<file path="src/rtl/module_input_capture.sv">
// Button front end: synchronises and debounces the power and send buttons, pulses a
// power toggle on each power-button release, and holds a captured instruction for the CPU.

module module_input_capture_debounce #(
    parameter int DEBOUNCE_CYCLES = 50000
) (
    input  logic clk,
    input  logic rst,
    input  logic raw_i,
    output logic release_o
);
    localparam int CW = $clog2(DEBOUNCE_CYCLES + 1);
    localparam logic [CW-1:0] CNT_LAST = CW'(DEBOUNCE_CYCLES - 1);

    logic          sync1_q;
    logic          sync2_q;
    logic          db_q;
    logic          db_d;
    logic          db_prev_q;
    logic [CW-1:0] cnt_q;
    logic [CW-1:0] cnt_d;

    // Any sample that agrees with the debounced level restarts the count.
    always_comb begin
        db_d  = db_q;
        cnt_d = '0;
        if (sync2_q != db_q) begin
            if (cnt_q == CNT_LAST) begin
                db_d = sync2_q;
            end else begin
                cnt_d = cnt_q + CW'(1);
            end
        end
    end

    always_ff @(posedge clk) begin
        if (rst) begin
            sync1_q   <= 1'b1;
            sync2_q   <= 1'b1;
            db_q      <= 1'b1;
            db_prev_q <= 1'b1;
            cnt_q     <= '0;
        end else begin
            sync1_q   <= raw_i;
            sync2_q   <= sync1_q;
            db_q      <= db_d;
            db_prev_q <= db_q;
            cnt_q     <= cnt_d;
        end
    end

    // Buttons are active-low, so a release is a rising debounced level.
    assign release_o = db_q & ~db_prev_q;
endmodule

module module_input_capture #(
    parameter int DEBOUNCE_CYCLES = 50000
) (
    input  logic       clk,
    input  logic       rst,
    input  logic       ligar,
    input  logic       enviar,
    input  logic [2:0] opcode,
    input  logic [3:0] addr1,
    input  logic [3:0] addr2,
    input  logic [6:0] addr3OuImm,
    input  logic       cpu_on,
    input  logic       instr_ready,
    output logic       power_toggle,
    output logic       instr_valid,
    output logic [2:0] instr_opcode,
    output logic [3:0] instr_addr1,
    output logic [3:0] instr_addr2,
    output logic [6:0] instr_addr3OuImm,
    output logic       overrun
);
    typedef enum logic {
        ST_IDLE = 1'b0,
        ST_HOLD = 1'b1
    } state_t;

    logic       ligar_rel;
    logic       enviar_rel;
    state_t     state_q;
    logic       power_toggle_q;
    logic       overrun_q;
    logic [2:0] opcode_q;
    logic [3:0] addr1_q;
    logic [3:0] addr2_q;
    logic [6:0] addr3_q;

    module_input_capture_debounce #(
        .DEBOUNCE_CYCLES(DEBOUNCE_CYCLES)
    ) u_db_ligar (
        .clk      (clk),
        .rst      (rst),
        .raw_i    (ligar),
        .release_o(ligar_rel)
    );

    module_input_capture_debounce #(
        .DEBOUNCE_CYCLES(DEBOUNCE_CYCLES)
    ) u_db_enviar (
        .clk      (clk),
        .rst      (rst),
        .raw_i    (enviar),
        .release_o(enviar_rel)
    );

    // valid/ready: the held instruction is offered while in HOLD and is consumed on the
    // edge where instr_valid and instr_ready are both high; fields never change while held.
    always_ff @(posedge clk) begin
        if (rst) begin
            state_q        <= ST_IDLE;
            power_toggle_q <= 1'b0;
            overrun_q      <= 1'b0;
            opcode_q       <= '0;
            addr1_q        <= '0;
            addr2_q        <= '0;
            addr3_q        <= '0;
        end else begin
            power_toggle_q <= ligar_rel;
            if (ligar_rel) begin
                state_q   <= ST_IDLE;
                overrun_q <= 1'b0;
            end else begin
                case (state_q)
                    ST_IDLE: begin
                        if (enviar_rel && cpu_on) begin
                            opcode_q <= opcode;
                            addr1_q  <= addr1;
                            addr2_q  <= addr2;
                            addr3_q  <= addr3OuImm;
                            state_q  <= ST_HOLD;
                        end
                    end
                    ST_HOLD: begin
                        if (instr_ready) begin
                            state_q <= ST_IDLE;
                        end
                        // A release while holding is dropped even if the handshake completes now.
                        if (enviar_rel) begin
                            overrun_q <= 1'b1;
                        end
                    end
                    default: state_q <= ST_IDLE;
                endcase
            end
        end
    end

    assign power_toggle     = power_toggle_q;
    assign instr_valid      = (state_q == ST_HOLD);
    assign instr_opcode     = opcode_q;
    assign instr_addr1      = addr1_q;
    assign instr_addr2      = addr2_q;
    assign instr_addr3OuImm = addr3_q;
    assign overrun          = overrun_q;
endmodule

</file>
<file path="config.mk">
export PLATFORM = sky130hd
export DESIGN_NAME = module_input_capture
export DESIGN_NICKNAME = d
export VERILOG_FILES = /design/src/rtl/module_input_capture.sv
export SDC_FILE = /design/constraint.sdc
export NUM_CORES = 1
export LEC_CHECK = 0
export CAP_MARGIN = 20
export CORE_MARGIN = 2
export CORE_UTILIZATION = 44
export DETAILED_ROUTE_END_ITERATION = 16
export PLACE_DENSITY = 0.66
export SYNTH_ARGS = -nofsm -noshare
export SYNTH_HDL_FRONTEND = slang
export SYNTH_HIERARCHICAL = 1
export SYNTH_SLANG_ARGS = --single-unit
</file>
<file path="constraint.sdc">
create_clock -name clk -period 3.26 [get_ports clk]
set_clock_uncertainty 0.2 [all_clocks]
set_input_delay 0.652 -clock clk [delete_from_list [all_inputs] [get_ports clk]]
set_output_delay 0.652 -clock clk [all_outputs]
set_load 0.02 [all_outputs]
</file>
==> results of run 1 <==
==> placed cells by master, fill, tap and decap left out, types with 10 or more instances in the layout <==
master,netlist,layout
sky130_fd_sc_hd__dfxtp_1,61,61
sky130_fd_sc_hd__nor3_1,11,11
sky130_fd_sc_hd__nand2b_1,39,39
sky130_fd_sc_hd__clkbuf_8,0,10
sky130_fd_sc_hd__nor2_1,34,34
sky130_fd_sc_hd__mux2i_1,18,18
sky130_fd_sc_hd__xnor2_1,20,20
sky130_fd_sc_hd__clkdlybuf4s50_1,0,44
==> state kept, by name, indices dropped and copies added (netlist names), 3 cells and up <==
register           count
instr_addr2            4
instr_addr1            4
instr_addr3OuImm       7
instr_opcode           3
u_db_ligar/cnt_q      16
u_db_enviar/cnt_q     16
==> metrics by stage <==
step	cell area, sq um	setup WS, ns	hold slack (ns)	instances	utilization (%)
2_1_floorplan	2610	1.28	0.189	270	-
3_3_place_gp	3090	1.03	0.191	384	53.2
3_5_place_dp	3090	0.994	0.197	384	53.2
4_1_cts	3340	1.06	0.212	400	57.4
5_1_grt	3340	0.956	0.218	400	57.4
6_report	3340	1.07	0.211	400	57.4
==> final cells by class <==
cell class              instances  share of cell area [%]
clock buffers                  10                    4.12
clock inverters                 6                    3.30
inverters                       6                   0.674
multi-input cells             195                    38.7
flip-flops and latches         61                    36.6
well taps                      75                    2.81
repair buffers                 47                    13.9
==> logic make-up after synthesis <==
logic type,after synthesis,share of synthesized area (%)
and+or+nand+nor,139,30.2
DFF,61,46.9
xor gates and xnor gates,28,9.41
muxes,18,6.92
buffers and inverters,14,3.51
AOI/OAI and AO/OA,8,2.11
adders and majority gates,2,0.960
==> power groups by stage <==
stage | logic (mW) | clock network, mW | registers [mW]
after floorplan | 0.0230 | 0 | 0.766
after global placement | 0.0554 | 0 | 0.767
after detailed placement | 0.0553 | 0 | 0.767
after CTS | 0.0561 | 0.837 | 0.750
after global routing | 0.0607 | 0.878 | 0.750
final | 0.0550 | 0.815 | 0.750
==> layer usage <==
| metal | vias up | part of all wire [%] |
|---|---|---|
| li1 | 1010 | - |
| met2 | 48 | 42 |
| met3 | 7 | 6.8 |
| met4 | 0 | 1.7 |
| met1 | 907 | 50 |
| met5 | - | 0 |
==> path summary, 6_finish.rpt <==
check,to,cells after the start,slack (ns)
worst max-delay path,instr_valid,1,1.07
worst max register to register,u_db_ligar/cnt_q[3],5,1.10
worst min register to register,u_db_ligar/sync2_q,1,0.21
worst min-delay path,u_db_ligar/sync2_q,1,0.21
==> load_flow_metrics.sql, run 1 <==
INSERT INTO impl_metrics (metric_group, metric, value, unit) VALUES
('sta', 'final_count_of_hold_timing_violations', '0', ''),
('yosys', 'yosys.cell_types.count', '33', ''),
('detailed_routing', 'drc_errors', '0', ''),
('power_and_ir_drop', 'power.switching', '0.308', 'mW'),
('finish', 'final_nets', '346', ''),
('power_and_ir_drop', 'combinationalPowerShare', '3.4', '%'),
('cts', 'cts_clk_pin_slew_worst_paths', '0.07', 'ns'),
('global_route', 'first_global_vias', '1908', ''),
('cts', 'cts_max_level', '3', ''),
('global_route', 'globalRouteOverflowTotal', '0', ''),
('yosys', 'synthCells', '270', ''),
('finish', 'seq_area', '1220', 'sq um'),
('global_route', 'grt_util_met2', '24.5', '%'),
('power_and_ir_drop', 'power.density', '485', 'nW/um^2'),
('yosys', 'synth.cell_area', '2600', 'sq um'),
('finish', 'antenna_cells', '0', ''),
('sta', 'fmax', '458', 'MHz'),
('sta', 'setup_violations', '0', ''),
('yosys', 'synth-seq-cells', '61', ''),
('finish', 'combined_area_of_the_multi_input_logic_cells', '1290', 'sq um'),
('flow_run', 'max_cap_violations', '0', ''),
('yosys', 'synth-edff-count', '0', ''),
('power_and_ir_drop', 'max-vdd-ir-drop', '304', 'uV'),
('floorplan', 'floorplan_die_area', '6550', 'sq um'),
('placement', 'i_o_buffers', '44', ''),
('yosys', 'postSynthNetCount', '296', ''),
('power_and_ir_drop', 'p_clk_share', '50.3', '%'),
('power_and_ir_drop', 'static-leakage-power', '1.08', 'nW'),
('global_route', 'pin_count_of_the_biggest_net_entering_global_routing', '52', ''),
('yosys', 'sequential_cell_area_fraction_in_the_yosys_report', '46.9', '%'),
('floorplan', 'core.rowCount', '28', ''),
('floorplan', 'fp.dieW', '80.9', 'microns'),
('global_route', 'globalRouteMet3Util', '4.56', '%'),
('cts', 'worst_skew_pair.late_latency', '0.33', 'ns'),
('finish', 'synthToLayoutAreaGrowth', '28.2', '%'),
('critical_path', 'cp-startpoint', 'instr_valid', ''),
('global_route', 'track_usage', '16.3', '%'),
('sta', 'setup_tns', '0', 'ns'),
('cts', 'clock_path_buffers', '2', ''),
('detailed_routing', 'first_iter_violations', '92', ''),
('cts', 'cts_hold_buf', '0', ''),
('critical_path', 'crit_arrival', '1.33', 'ns'),
('cts', 'clock_tree_from_tritoncts', 'done', ''),
('critical_path', 'timing.critical_path.to_type', 'output port', ''),
('yosys', 'yosys_most_used_dff', 'sky130_fd_sc_hd__dfxtp_1', ''),
('critical_path', 'crit_chain', 'clkdlybuf4s50_1', ''),
('yosys', 'postSynthAreaPerCell', '9.65', 'sq um'),
('min_path', 'worst_hold_path_type', 'flop to flop', ''),
('sta', 'slew_violations', '0', ''),
('global_route', 'grt.busiest_layer', 'met2', ''),
('sta', 'rsz0062_at_grt', 'no', ''),
('yosys', 'synth_largest_area_cell', 'sky130_fd_sc_hd__dfxtp_1', ''),
('critical_path', 'cpPeakStageDelay', '0.63', 'ns'),
('global_route', 'antenna_found_initial', '0', ''),
('critical_path', 'crit_type', 'flop to output port', ''),
('sta', 'max_slew.worst_pin.slew', '0.372', 'ns'),
('critical_path', 'cp.required', '2.41', 'ns'),
('detailed_routing', 'route.detailed.wl_per_inst', '11.7', 'microns'),
('min_path', 'hold_start', 'u_db_ligar/sync1_q', ''),
('critical_path', 'cpMaxStageDelayCell', 'sky130_fd_sc_hd__clkdlybuf4s50_1', ''),
('placement', 'hpwl', '3.18', 'mm'),
('run_status', 'run_status', 'finished clean', ''),
('floorplan', 'core', '5820', 'sq um'),
('cts', 'cts-resized-gates', '0', ''),
('power_and_ir_drop', 'totalPowerFinal', '1.62', 'mW'),
('sta', 'relSlewSlack', '75.2', '%'),
('critical_path', 'cp.buffers_inverters', '1', ''),
('power_and_ir_drop', 'p_int', '1.31', 'mW'),
('finish', 'drive_above_1_share', '9.23', '%'),
('yosys', 'synth_warnings', '6', ''),
('critical_path', 'crit_fanout', '5', '');
Note: power is estimated with default switching activity, not from simulation.
==> run 2: changes to the inputs <==
clock period = 2.25 ns   (was 3.26 ns; I/O delays follow)
==> run 2 against run 1 <==
Routed wire length up 3.1%. Worst hold slack better by 0.0032 ns. Non-clock buffer count up 4. Sequential share of layout area down 0.068 points. Core utilization up 0.11 points. Clock power up 23%. Final area up 0.19%. Largest power group is now sequential cells.
==> load_flow_metrics.sql, run 2 (same netlist as run 1, synthesis figures left out) <==
INSERT INTO impl_metrics (metric_group, metric, value, unit) VALUES
('run_status', 'run_status', 'finished clean', ''),
('power_and_ir_drop', 'static-leakage-power', '1.09', 'nW'),
('critical_path', 'r2r_slack', '0.17', 'ns'),
('critical_path', 'timing.critical_path.to_type', 'flop', ''),
('critical_path', 'crit_fanout', '14', ''),
('critical_path', 'crit_path_start_kind', 'flop', ''),
('floorplan', 'core.rowCount', '28', ''),
('floorplan', 'die_y', '80.9', 'microns'),
('power_and_ir_drop', 'combinationalPowerShare', '3.8', '%'),
('finish', 'layout_commonest_cell', 'sky130_fd_sc_hd__dfxtp_1', ''),
('power_and_ir_drop', 'switching_share', '19.9', '%'),
('floorplan', 'fp.dieW', '80.9', 'microns'),
('placement', 'i_o_buffers', '44', ''),
('cts', 'root_buffer', 'sky130_fd_sc_hd__clkbuf_8', ''),
('floorplan', 'boundaryPins', '45', ''),
('detailed_routing', 'route.detailed.wl_per_inst', '11.9', 'microns'),
('min_path', 'worstHoldEndpoint', 'u_db_enviar/sync2_q', ''),
('floorplan', 'initial_core_utilization', '44.8', '%'),
('finish', 'antenna_cells', '0', ''),
('detailed_routing', 'drtAntennaViolNets', '0', ''),
('detailed_routing', 'firstDrtPassIters', '4', ''),
('critical_path', 'crit_arrival', '2.09', 'ns'),
('critical_path', 'crit_type', 'flop to flop', ''),
('cts', 'post_cts_setup_repair_bufs', '0', ''),
('cts', 'clock_tree_from_tritoncts', 'done', ''),
('floorplan', 'core', '5820', 'sq um'),
('power_and_ir_drop', 'p_clk_share', '46.2', '%'),
('power_and_ir_drop', 'seq_power_share', '50.0', '%'),
('placement', 'finalWeightedCongestion', '0.762', ''),
('global_route', 'globalRouteOverflowTotal', '0', ''),
('flow_run', 'max_cap_violations', '0', ''),
('detailed_routing', 'detailroute.via_count', '1963', ''),
('sta', 'slew_violations', '0', ''),
('cts', 'cts_buffers', '9', ''),
('critical_path', 'r2r-start', 'u_db_enviar/cnt_q[10]', ''),
('placement', 'pre_cts_slack', '0.176', 'ns'),
('cts', 'clock_path_buffers', '2', ''),
('placement', 'hpwl', '3.27', 'mm'),
('critical_path', 'cp.required', '2.26', 'ns'),
('cts', 'worst_skew_pair.late_latency', '0.33', 'ns'),
('global_route', 'grt_first_pass_wirelength', '8.00', 'mm'),
('power_and_ir_drop', 'max-vdd-ir-drop', '349', 'uV'),
('critical_path', 'reg2reg_to', 'u_db_enviar/cnt_q[6]', ''),
('sta', 'relSlewSlack', '73.1', '%'),
('min_path', 'hold_start', 'u_db_enviar/sync1_q', ''),
('min_path', 'hold_path_depth', '1', ''),
('sta', 'rsz0062_at_grt', 'no', ''),
('cts', 'cts.sinks', '61', ''),
('finish', 'synthToLayoutAreaGrowth', '28.5', '%'),
('sta', 'layout_min_cycle_time', '2.08', 'ns'),
('cts', 'cts_hold_buf', '0', ''),
('cts', 'cts-resized-gates', '0', ''),
('sta', 'max_slew.worst_pin.slew', '0.403', 'ns'),
('finish', 'drive_above_1_share', '10.0', '%'),
('sta', 'fmax', '481', 'MHz'),
('floorplan', 'floorplan_die_area', '6550', 'sq um'),
('power_and_ir_drop', 'power.switching', '0.433', 'mW'),
('sta', 'setup_violations', '0', ''),
('cts', 'cts_clk_pin_slew_worst_paths', '0.06', 'ns'),
('detailed_routing', 'totalWireLength', '4.82', 'mm'),
('power_and_ir_drop', 'totalPowerFinal', '2.17', 'mW'),
('detailed_routing', 'vias_per_cell', '4.86', ''),
('finish', 'final_nets', '350', ''),
('sta', 'setup_tns', '0', 'ns'),
('global_route', 'first_global_vias', '1846', ''),
('power_and_ir_drop', 'power.density', '649', 'nW/um^2'),
('global_route', 'antenna_found_initial', '0', ''),
('detailed_routing', 'drc_errors', '0', ''),
('sta', 'fin_hold_ws', '0.214', 'ns'),
('min_path', 'worst_hold_path_type', 'flop to flop', ''),
('detailed_routing', 'first_iter_violations', '53', ''),
('sta', 'final_count_of_hold_timing_violations', '0', ''),
('critical_path', 'worst-r2r-cell-count', '4', ''),
('global_route', 'pin_count_of_the_biggest_net_entering_global_routing', '42', ''),
('sta', 'final_min_period_over_clock_period', '92.5', '%'),
('finish', 'most-common-layout-cells', '61 x sky130_fd_sc_hd__dfxtp_1, 44 x sky130_fd_sc_hd__clkdlybuf4s50_1, 39 x sky130_fd_sc_hd__nand2b_1', ''),
('cts', 'cts_max_level', '3', ''),
('global_route', 'track_usage', '15.9', '%'),
('power_and_ir_drop', 'p_int', '1.74', 'mW'),
('sta', 'finalWorstSetupSlack', '0.169', 'ns');
run 2: cell count changes in the layout (fill, tap and decap cells not counted):
cell,delta
sky130_fd_sc_hd__clkbuf_1,+1
sky130_fd_sc_hd__bufinv_16,-2
sky130_fd_sc_hd__buf_12,+1
sky130_fd_sc_hd__clkbuf_8,+2
sky130_fd_sc_hd__clkinvlp_4,-1
sky130_fd_sc_hd__buf_4,+3
run 2: how the worst max path moves through the flow:
stage | start | end | slack, ns
5_1_grt | u_db_enviar/cnt_q[10] | u_db_enviar/cnt_q[5] | 0.09
3_5_place_dp | u_db_enviar/cnt_q[10] | u_db_enviar/cnt_q[11] | 0.18
6_report | u_db_enviar/cnt_q[10] | u_db_enviar/cnt_q[6] | 0.17
4_1_cts | u_db_enviar/cnt_q[10] | u_db_enviar/cnt_q[5] | 0.17
3_3_place_gp | u_db_enviar/cnt_q[10] | u_db_enviar/cnt_q[6] | 0.20
2_1_floorplan | u_db_enviar/cnt_q[10] | u_db_enviar/db_q | 0.27
run 2: critical path, stage by stage, from the launching register on:
cell and delay [ns]:
sky130_fd_sc_hd__dfxtp_1 0.34, sky130_fd_sc_hd__or4b_1 0.52, sky130_fd_sc_hd__or4_4 0.57, sky130_fd_sc_hd__nand2_2 0.25, sky130_fd_sc_hd__nor2_1 0.08
run 2: power groups by stage:
stage / combinational (mW) / sequential [mW] / clock, mW
finish: 0.0822 / 1.09 / 1.00
global route: 0.0903 / 1.09 / 1.08
CTS: 0.0833 / 1.09 / 1.03
detailed placement: 0.0825 / 1.11 / 0
global placement: 0.0817 / 1.11 / 0
floorplan: 0.0334 / 1.11 / 0
run 2: per-layer routing:
metal  track usage [%]  vias to the layer above  share of wire [%]
met5                 0                        -                  0
met4              10.0                        0                1.6
met3              4.22                        6                6.4
met2              24.4                       52                 42
met1              19.7                      882                 50
li1                  -                     1023                  -
run 2: metrics by stage:
stage,instance area [sq um],std cells,utilization [%]
finish,3350,404,57.6
detailed placement,3140,388,53.9
floorplan,2610,270,-
global route,3350,404,57.6
global placement,3140,388,53.9
CTS,3350,404,57.6
run 2: cell type report:
class / count / area (sq um)
inverters: 6 / 22.5
repair buffers: 51 / 505
flip-flops and latches: 61 / 1220
fillers: 540 / 2470
clock buffers: 13 / 169
multi-input cells: 195 / 1290
well taps: 75 / 93.8
clock inverters: 3 / 42.5
